--- src/rtl/key_pkg.sv ---
// key_pkg: shared key indices, direction codes and debouncer state encoding
package key_pkg;
  localparam int KEY_UP = 0;
  localparam int KEY_DOWN = 1;
  localparam int KEY_LEFT = 2;
  localparam int KEY_RIGHT = 3;
  localparam int KEY_SWITCH = 4;
  localparam int NUM_KEYS = 5;
  localparam int CNT_W = 20;
  localparam logic [1:0] DIR_UP = 2'd0;
  localparam logic [1:0] DIR_DOWN = 2'd1;
  localparam logic [1:0] DIR_LEFT = 2'd2;
  localparam logic [1:0] DIR_RIGHT = 2'd3;
  // bit 1 of the encoding is the debounced level
  typedef enum logic [1:0] {
    STABLE_LOW  = 2'b00,
    WAIT_HIGH   = 2'b01,
    STABLE_HIGH = 2'b10,
    WAIT_LOW    = 2'b11
  } deb_state_e;
  // up > down > left > right; right wins only when nothing above it pressed
  function automatic logic [1:0] prio_dir(input logic [2:0] p);
    return p[KEY_UP] ? DIR_UP : p[KEY_DOWN] ? DIR_DOWN : p[KEY_LEFT] ? DIR_LEFT : DIR_RIGHT;
  endfunction
endpackage

--- src/rtl/key_debounce.sv ---
// key_debounce: synchronizer, debounce FSM and press pulse for one key
module key_debounce
  import key_pkg::*;
#(
  parameter int DEBOUNCE_CYCLES = 1000000
) (
  input  logic clk,
  input  logic reset,
  input  logic raw,
  output logic level,
  output logic press
);
  localparam logic [CNT_W-1:0] LAST = CNT_W'(DEBOUNCE_CYCLES - 1);
  logic [1:0] sync_q;
  logic sync;
  deb_state_e state;
  logic [CNT_W-1:0] count;
  assign sync = sync_q[1];
  assign level = state[1];
  // two-flop synchronizer for the asynchronous button
  always_ff @(posedge clk or posedge reset)
    if (reset) sync_q <= 2'b00;
    else sync_q <= {sync_q[0], raw};
  // accept a level change only after DEBOUNCE_CYCLES consecutive agreeing samples
  always_ff @(posedge clk or posedge reset)
    if (reset) begin
      state <= STABLE_LOW;
      count <= '0;
      press <= 1'b0;
    end else begin
      press <= 1'b0;
      case (state)
        STABLE_LOW:
          if (sync) begin
            state <= WAIT_HIGH;
            count <= CNT_W'(1);
          end
        WAIT_HIGH:
          if (!sync) begin
            state <= STABLE_LOW;
            count <= '0;
          end else if (count == LAST) begin
            state <= STABLE_HIGH;
            count <= '0;
            press <= 1'b1;
          end else count <= count + CNT_W'(1);
        STABLE_HIGH:
          if (!sync) begin
            state <= WAIT_LOW;
            count <= CNT_W'(1);
          end
        WAIT_LOW:
          if (sync) begin
            state <= STABLE_HIGH;
            count <= '0;
          end else if (count == LAST) begin
            state <= STABLE_LOW;
            count <= '0;
          end else count <= count + CNT_W'(1);
      endcase
    end
endmodule

--- src/rtl/key_event_gen.sv ---
// key_event_gen: debounced key events with direction priority and hold gating
module key_event_gen
  import key_pkg::*;
#(
  parameter int DEBOUNCE_CYCLES = 1000000
) (
  input  logic       clk,
  input  logic       reset,
  input  logic [4:0] key_raw,
  input  logic       hold,
  output logic       key_switch,
  output logic       move_valid,
  output logic [1:0] move_dir,
  output logic [4:0] key_level
);
  logic [NUM_KEYS-1:0] press;
  logic dir_hit;
  for (genvar i = 0; i < NUM_KEYS; i++) begin : g_key
    key_debounce #(.DEBOUNCE_CYCLES(DEBOUNCE_CYCLES)) u_deb (
      .clk  (clk),
      .reset(reset),
      .raw  (key_raw[i]),
      .level(key_level[i]),
      .press(press[i])
    );
  end
  assign dir_hit = |press[KEY_RIGHT:KEY_UP] && !hold;
  // register event pulses; losing and held-off directions are simply dropped
  always_ff @(posedge clk or posedge reset)
    if (reset) begin
      key_switch <= 1'b0;
      move_valid <= 1'b0;
      move_dir <= DIR_UP;
    end else begin
      key_switch <= press[KEY_SWITCH];
      move_valid <= dir_hit;
      if (dir_hit) move_dir <= prio_dir(press[KEY_LEFT:KEY_UP]);
    end
endmodule

--- config.mk ---
export PLATFORM = sky130hd
export DESIGN_NAME = key_event_gen
export DESIGN_NICKNAME = d
export VERILOG_FILES = /design/src/rtl/key_pkg.sv /design/src/rtl/key_debounce.sv /design/src/rtl/key_event_gen.sv
export SDC_FILE = /design/constraint.sdc
export NUM_CORES = 1
export LEC_CHECK = 0
export ABC_CLOCK_PERIOD_IN_PS = 8900
export CAP_MARGIN = 20
export CORE_MARGIN = 2
export CORE_UTILIZATION = 60
export CTS_CLUSTER_DIAMETER = 200
export DETAILED_ROUTE_END_ITERATION = 10
export PLACE_DENSITY = 0.83
export SYNTH_ARGS = -nofsm -noshare
export SYNTH_HDL_FRONTEND = slang
export SYNTH_SLANG_ARGS = --single-unit
--- constraint.sdc ---
create_clock -name clk -period 8.9 [get_ports clk]
set_clock_uncertainty 0.1 [all_clocks]
set_input_delay 1.335 -clock clk [delete_from_list [all_inputs] [get_ports clk]]
set_output_delay 1.335 -clock clk [all_outputs]
set_load 0.005 [all_outputs]
# Yosys cells after proc, flatten, opt, wreduce, memory -nomap -nowiden
# Cells that the tools add are included.
# Widths: inputs -> output; s select.
dict set report word_totals {
  word_cells 169
  input_bits 8
  output_inout_bits 9
  latchBits 0
  romBits 0
  reg_bits 129
  mem_count 0
  ram_bits 0
}
dict set report op_classes {
  n_bitwise 0
  add_sub_neg 5
  n_lt_le_gt_ge 0
  n_reduce_logical 18
  n_shift 0
  n_mul 0
  n_div 0
  n_mux 83
  n_eq_ne 40
}
# operator count
set ops {}
lappend ops {{$mux 20} 25}
lappend ops {{$pmux 20 s4} 5}
lappend ops {{$add 20x1->20 const B} 5}
lappend ops {{$eq 20x20->1 const B} 5}
lappend ops {{$mux 2} 32}
lappend ops {{$pmux 2 s4} 5}
lappend ops {{$eq 2x2->1 const B} 10}
lappend ops {{$reduce_and 4->1} 5}
lappend ops {{$mux 1} 16}
lappend ops {{$ne 3x1->1 const B} 5}
lappend ops {{$ne 3x3->1 const B} 5}
lappend ops {{$eq 2x1->1 const B} 5}
lappend ops {{$logic_not 2->1} 5}
lappend ops {{$ne 2x1->1 const B} 5}
lappend ops {{$ne 2x2->1 const B} 5}
lappend ops {{$reduce_and 2->1} 5}
lappend ops {{$reduce_or 4->1} 1}
lappend ops {{$logic_and 1x1->1} 1}
lappend ops {{$logic_not 1->1} 1}

# Depth between registers and ports, before layout
dict set report logic_depth {
  ltp_word 4
  mapped_depth 8
  mapped_depth_nobuf 6
}

# Hierarchy
# Synthesis repeated with hierarchy kept, for this count alone.
dict set report unflattened {
  hier_cells 702
  area_unflattened_um2 6810.3
}
# module seq_area_each_um2 area_per_inst_um2 instances cells_each
set by_module_without_submodules {}
lappend by_module_without_submodules {{key_debounce (g_key[0].u_deb ...)} 625.6 1323.8 4 137}
lappend by_module_without_submodules {{key_debounce (g_key[4].u_deb)} 625.6 1358.8 1 139}
lappend by_module_without_submodules {key_event_gen 100.1 156.4 1 15}

# Least setup slack after synthesis
# Ideal clock, no wire load.
dict set report synth_path {
  path_kind {register to register}
  startpoint {reg g_key[4].u_deb.count[11]}
  endpoint {reg g_key[4].u_deb.count[9]}
  required_ns 8.663
  setup_slack_ns 6.760
  arrival_time_ns 1.903
  path_buffers 2
  stages_incl_launch_ff 8
  setup_time_ns 0.137
  synth_period_minus_slack_ns 2.140
  cell_sequence {dfrtp_1 -> clkbuf_1 -> or4b_1 -> nor4_2 -> a21oi_2 -> buf_2 -> a41oi_1 -> a31oi_1}
}
dict set report synth_via {
  elab_chain_cells 4
  elab_cells_between_ends 5
  classes_between {1 x eq/ne; 4 x mux}
}
# element line
set synth_rtl {}
lappend synth_rtl {{from (decl)} key_debounce.sv:17} ;# logic [CNT_W-1:0] count;
lappend synth_rtl {{from (signal assigned)} key_debounce.sv:46} ;# end else count <= count + CNT_W'(1);
lappend synth_rtl {{from (signal assigned)} key_debounce.sv:59} ;# end else count <= count + CNT_W'(1);
lappend synth_rtl {{$eq 20x20->1 *} {key_debounce.sv:42, key_debounce.sv:56}}
lappend synth_rtl {{$mux 20 *} {key_debounce.sv:42, key_debounce.sv:56}}
lappend synth_rtl {{$mux 20, on equally long branches} {key_debounce.sv:53, key_debounce.sv:39}}
lappend synth_rtl {{$pmux 20 s4 *} key_debounce.sv:32} ;# case (state)
# Every way passes the cells marked *; elsewhere a longest branch is shown, timed or not.
# A chain may end at the register's enable or synchronous reset.

==> flow_summary_export.csv <==
group,metric,value,unit
outcome,status,"completed",
cts,cts-root-to-sink-buffers,2,
die,rows,38,
cts,cts-buffers-inserted,17,
global_route,total_routing_resource_utilization_after_global_routing,0.254,
worst_setup_path,crit_path_cell_trace,"clkdlybuf4s50_1",
synth,synth-edff-count,0,
drt,drt-initial-drc-count,406,
synth,ys_warn_count,0,
global_route,antenna_found_initial,0,
drt,vias,5626,
die,core_area,0.0109,mm2
worst_setup_path,crit_path_start_kind,"register",
cts,cts_hold_buffers,0,
cts,cts_setup_buffers,0,
synth,post_synth_fa_ha_maj_area_fraction,0.00932,
synth,synth_top_flop_cell,"dfrtp_1",
synth,synth.net_count,720,
synth,syn_avg_cell_area,9.49,um2
synth,muxShareOfSynthArea,0.0324,
synth,postSynth.asyncResetShare,1.00,
worst_setup_path,end_kind,"output pin",
cts,cts.clk_slew.worst_paths,0.06,ns
worst_setup_path,critical_path.n_buffers_inverters,1,
sta,final-max-slew-violation-count,0,
worst_setup_path,cp_slowest_stage_delay,0.54,ns
synth,synth_area_in_compound_gates,0.184,
die,chipWidth,110,um
finish,antenna_cells_inserted,0,
drt,firstDrtPassIters,5,
finish,drive_gt1_frac,0.0816,
finish,final_core_utilization,0.691,
cts,clock_latency,0.54,ns
sta,timing_worst_slew_pin_value,0.915,ns
synth,post_synthesis_sequential_area_ratio,0.481,
drt,drt_via_density,6.52,
worst_setup_path,slowest_stage_cell_on_the_critical_path,"clkdlybuf4s50_1",
sta,hold_viol_final,0,
drt,final_wirelength,14200,um
synth,xor_xnor_cell_area_share_of_the_yosys_netlist,0.0144,
global_route,maximum_number_of_pins_on_one_net_before_global_route_repair,75,
sta,grt_setup_unrepaired,"no",
finish,layout.filler_cells,780,
cts,post_cts_resize_count,0,
die,initial_core_util,0.616,
global_route,leftover_overflow_at_the_end_of_global_routing,0,
finish,stdcell_count,863,
die,die_area,0.0120,mm2
worst_setup_path,top_fanout_value_on_the_critical_path,4,
pwr,power.total,1.42,mW
global_route,grt_pass1_wl,23900,um
job,drv_cap,0,
worst_setup_path,critical_path.top_delay_family,"buffers and inverters",
die,die_h,110,um
synth,synth_simple_gate_area_share,0.239,
global_route,first_global_vias,5212,
sta,timing.final.setup_violations,0,
placed_design,number_of_input_and_output_port_buffers_inserted,16,
synth,yosys_register_bits,129,
drt,drt-wirelength-per-cell,16.5,um
placed_design,place_hpwl,9080,um
synth,ys_types,64,
cts,clkSinkCount,129,
placed_design,gp_routability_congestion,0.831,
sta,fin_crit_sh,0.331,
pwr,cell_pwr_density,189,mW/mm2
cts,cts.htree.levels,4,
die,num_io_pins,17,
worst_setup_path,critPathArrivalTime,1.51,ns
worst_setup_path,crit_required,7.47,ns
drt,ant_nets,0,
synth,syn_area,0.00671,mm2
pwr,static-leakage-power,3.15,nW
sta,worst_slew_margin_rel,0.390,
finish,finish.net_count,723,
worst_setup_path,timing_worst_setup_path_type,"reg -> out",
sta,setup-tns-final,0,ns
placed_design,dp_cells,828,
drt,post-route-drc-count,0,
synth,post_synthesis_instance_total,707,
pwr,peakVddDrop,134,uV
worst_hold_path,hold_path_class,"reg -> reg",
cts,cts_tree,"built",
synth,main_combinational_cell_family_by_area_after_synthesis,"simple AND/OR/NAND/NOR gates",
finish,area_delta_synth_final,12.1,%
sta,fmax,339,MHz
sta,period_minus_slack,2.95,ns
cts,clock-root-buffer,"clkbuf_8",
-- metrics by stage --
step | instance area, um2 | setup WS, ns | hold slack (ns)
2_1_floorplan | 6710 | 4.02 | 0.231
3_3_place_gp | 6880 | 5.56 | 0.233
3_5_place_dp | 6880 | 5.50 | 0.241
4_1_cts | 7470 | 5.94 | 0.253
5_1_grt | 7520 | 5.84 | 0.258
6_report | 7520 | 5.95 | 0.252
-- power by group --
group          total, mW  internal [mW]  switching, mW
Combinational     0.0851         0.0316         0.0535
Clock              0.697          0.448          0.249
Sequential         0.639          0.609         0.0310
-- state kept, by name (all words and copies together) (netlist names), named ones only --
signal              count
g_key.u_deb.sync_q     10
move_dir                2
g_key.u_deb.state       5
move_valid              1
g_key.u_deb.press       5
key_switch              1
g_key.u_deb.count     100
-- metal layers --
| layer | track usage | vias to the layer above | wire length [um] |
|---|---|---|---|
| li1 | - | 2674 | - |
| met2 | 0.402 | 185 | 7010 |
| met5 | 0 | - | 0 |
| met4 | 0.105 | 0 | 211 |
| met3 | 0.0605 | 20 | 866 |
| met1 | 0.338 | 2747 | 6150 |
-- cell families (layout without fill, tap and decap cells) --
family,Yosys count,count (layout)
AO/OA/AOI/OAI,191,191
adder cells (fa/ha/maj),5,5
multiplexers,21,21
XOR/XNOR,11,11
buffers and inverters,54,70
AND/OR/NAND/NOR,296,296
flip-flops,129,129
-- Yosys cell counts (all sizes together) (3+ instances only) --
master | count | area [um2]
o31a | 3 | 26.3
a21o | 7 | 52.6
mux2i | 15 | 150
nand4 | 23 | 159
a31oi | 53 | 332
nand2 | 74 | 278
xnor2 | 4 | 35.0
nor3b | 5 | 37.5
nor4b | 4 | 41.3
and4 | 7 | 61.3
and2 | 5 | 31.3
or2 | 4 | 25.0
or4 | 3 | 22.5
o21ai | 24 | 120
nand3b | 3 | 22.5
or3 | 6 | 38.8
mux2 | 6 | 67.6
nor4 | 11 | 87.6
inv | 15 | 56.3
a21oi | 54 | 278
or4b | 4 | 40.0
a41oi | 13 | 114
nor2 | 36 | 135
nor3 | 14 | 70.1
nand3 | 56 | 280
xor2 | 7 | 61.3
and3 | 17 | 106
buf | 25 | 148
o31ai | 3 | 22.5
clkbuf | 14 | 62.6
nand2b | 18 | 113
a22o | 13 | 114
o211ai | 3 | 22.5
ha | 5 | 62.6
dfrtp | 129 | 3230
-- worst register-to-register path: stages, from the launching register on --
cell and delay [ns]:
dfrtp_1 0.45, or4b_2 0.70, nor4_2 0.33, a21oi_2 0.29
buf_8 0.24, a41oi_1 0.23, a31oi_1 0.06
-- path summary, 6_finish.rpt --
check	from	end	slack, ns	cells past startpoint
setup / recovery	register	key_level[0]	5.95	1
hold / removal	g_key[3].u_deb.sync_q[0]$_DFF_PP0_	g_key[3].u_deb.sync_q[1]$_DFF_PP0_	0.25	0
setup reg to reg	g_key[4].u_deb.count[8]$_DFFE_PP0P_	g_key[4].u_deb.count[9]$_DFFE_PP0P_	6.36	6
hold reg to reg	g_key[3].u_deb.sync_q[0]$_DFF_PP0_	g_key[3].u_deb.sync_q[1]$_DFF_PP0_	0.25	0
max in group asynchronous	reset	g_key[4].u_deb.count[18]$_DFFE_PP0P_	6.17	3
min in group asynchronous	reset	g_key[2].u_deb.count[1]$_DFFE_PP0P_	1.16	2
-- layout make-up --
cell class | instances | area [um2] | area share
Clock buffer | 23 | 467 | 0.0620
Clock inverter | 9 | 130 | 0.0173
Inverter | 15 | 58.8 | 0.00782
Multi-Input combinational cell | 524 | 3220 | 0.429
Sequential cell | 129 | 3230 | 0.429
Tap cell | 140 | 175 | 0.0233
Timing Repair Buffer | 23 | 240 | 0.0319
-- layout by cell type (no fill, tap or decap), drive strengths merged, types with 6 or more instances in the layout --
cell / count
a21o: 7
a21oi: 54
a22o: 13
a31oi: 53
a41oi: 13
and3: 17
and4: 7
buf: 7
clkbuf: 23
clkdlybuf4s50: 16
dfrtp: 129
inv: 15
mux2: 6
mux2i: 15
nand2: 74
nand2b: 18
nand3: 56
nand4: 23
nor2: 36
nor3: 14
nor4: 11
o21ai: 24
or3: 6
xor2: 7
Note: power is estimated with default switching activity, not from simulation.
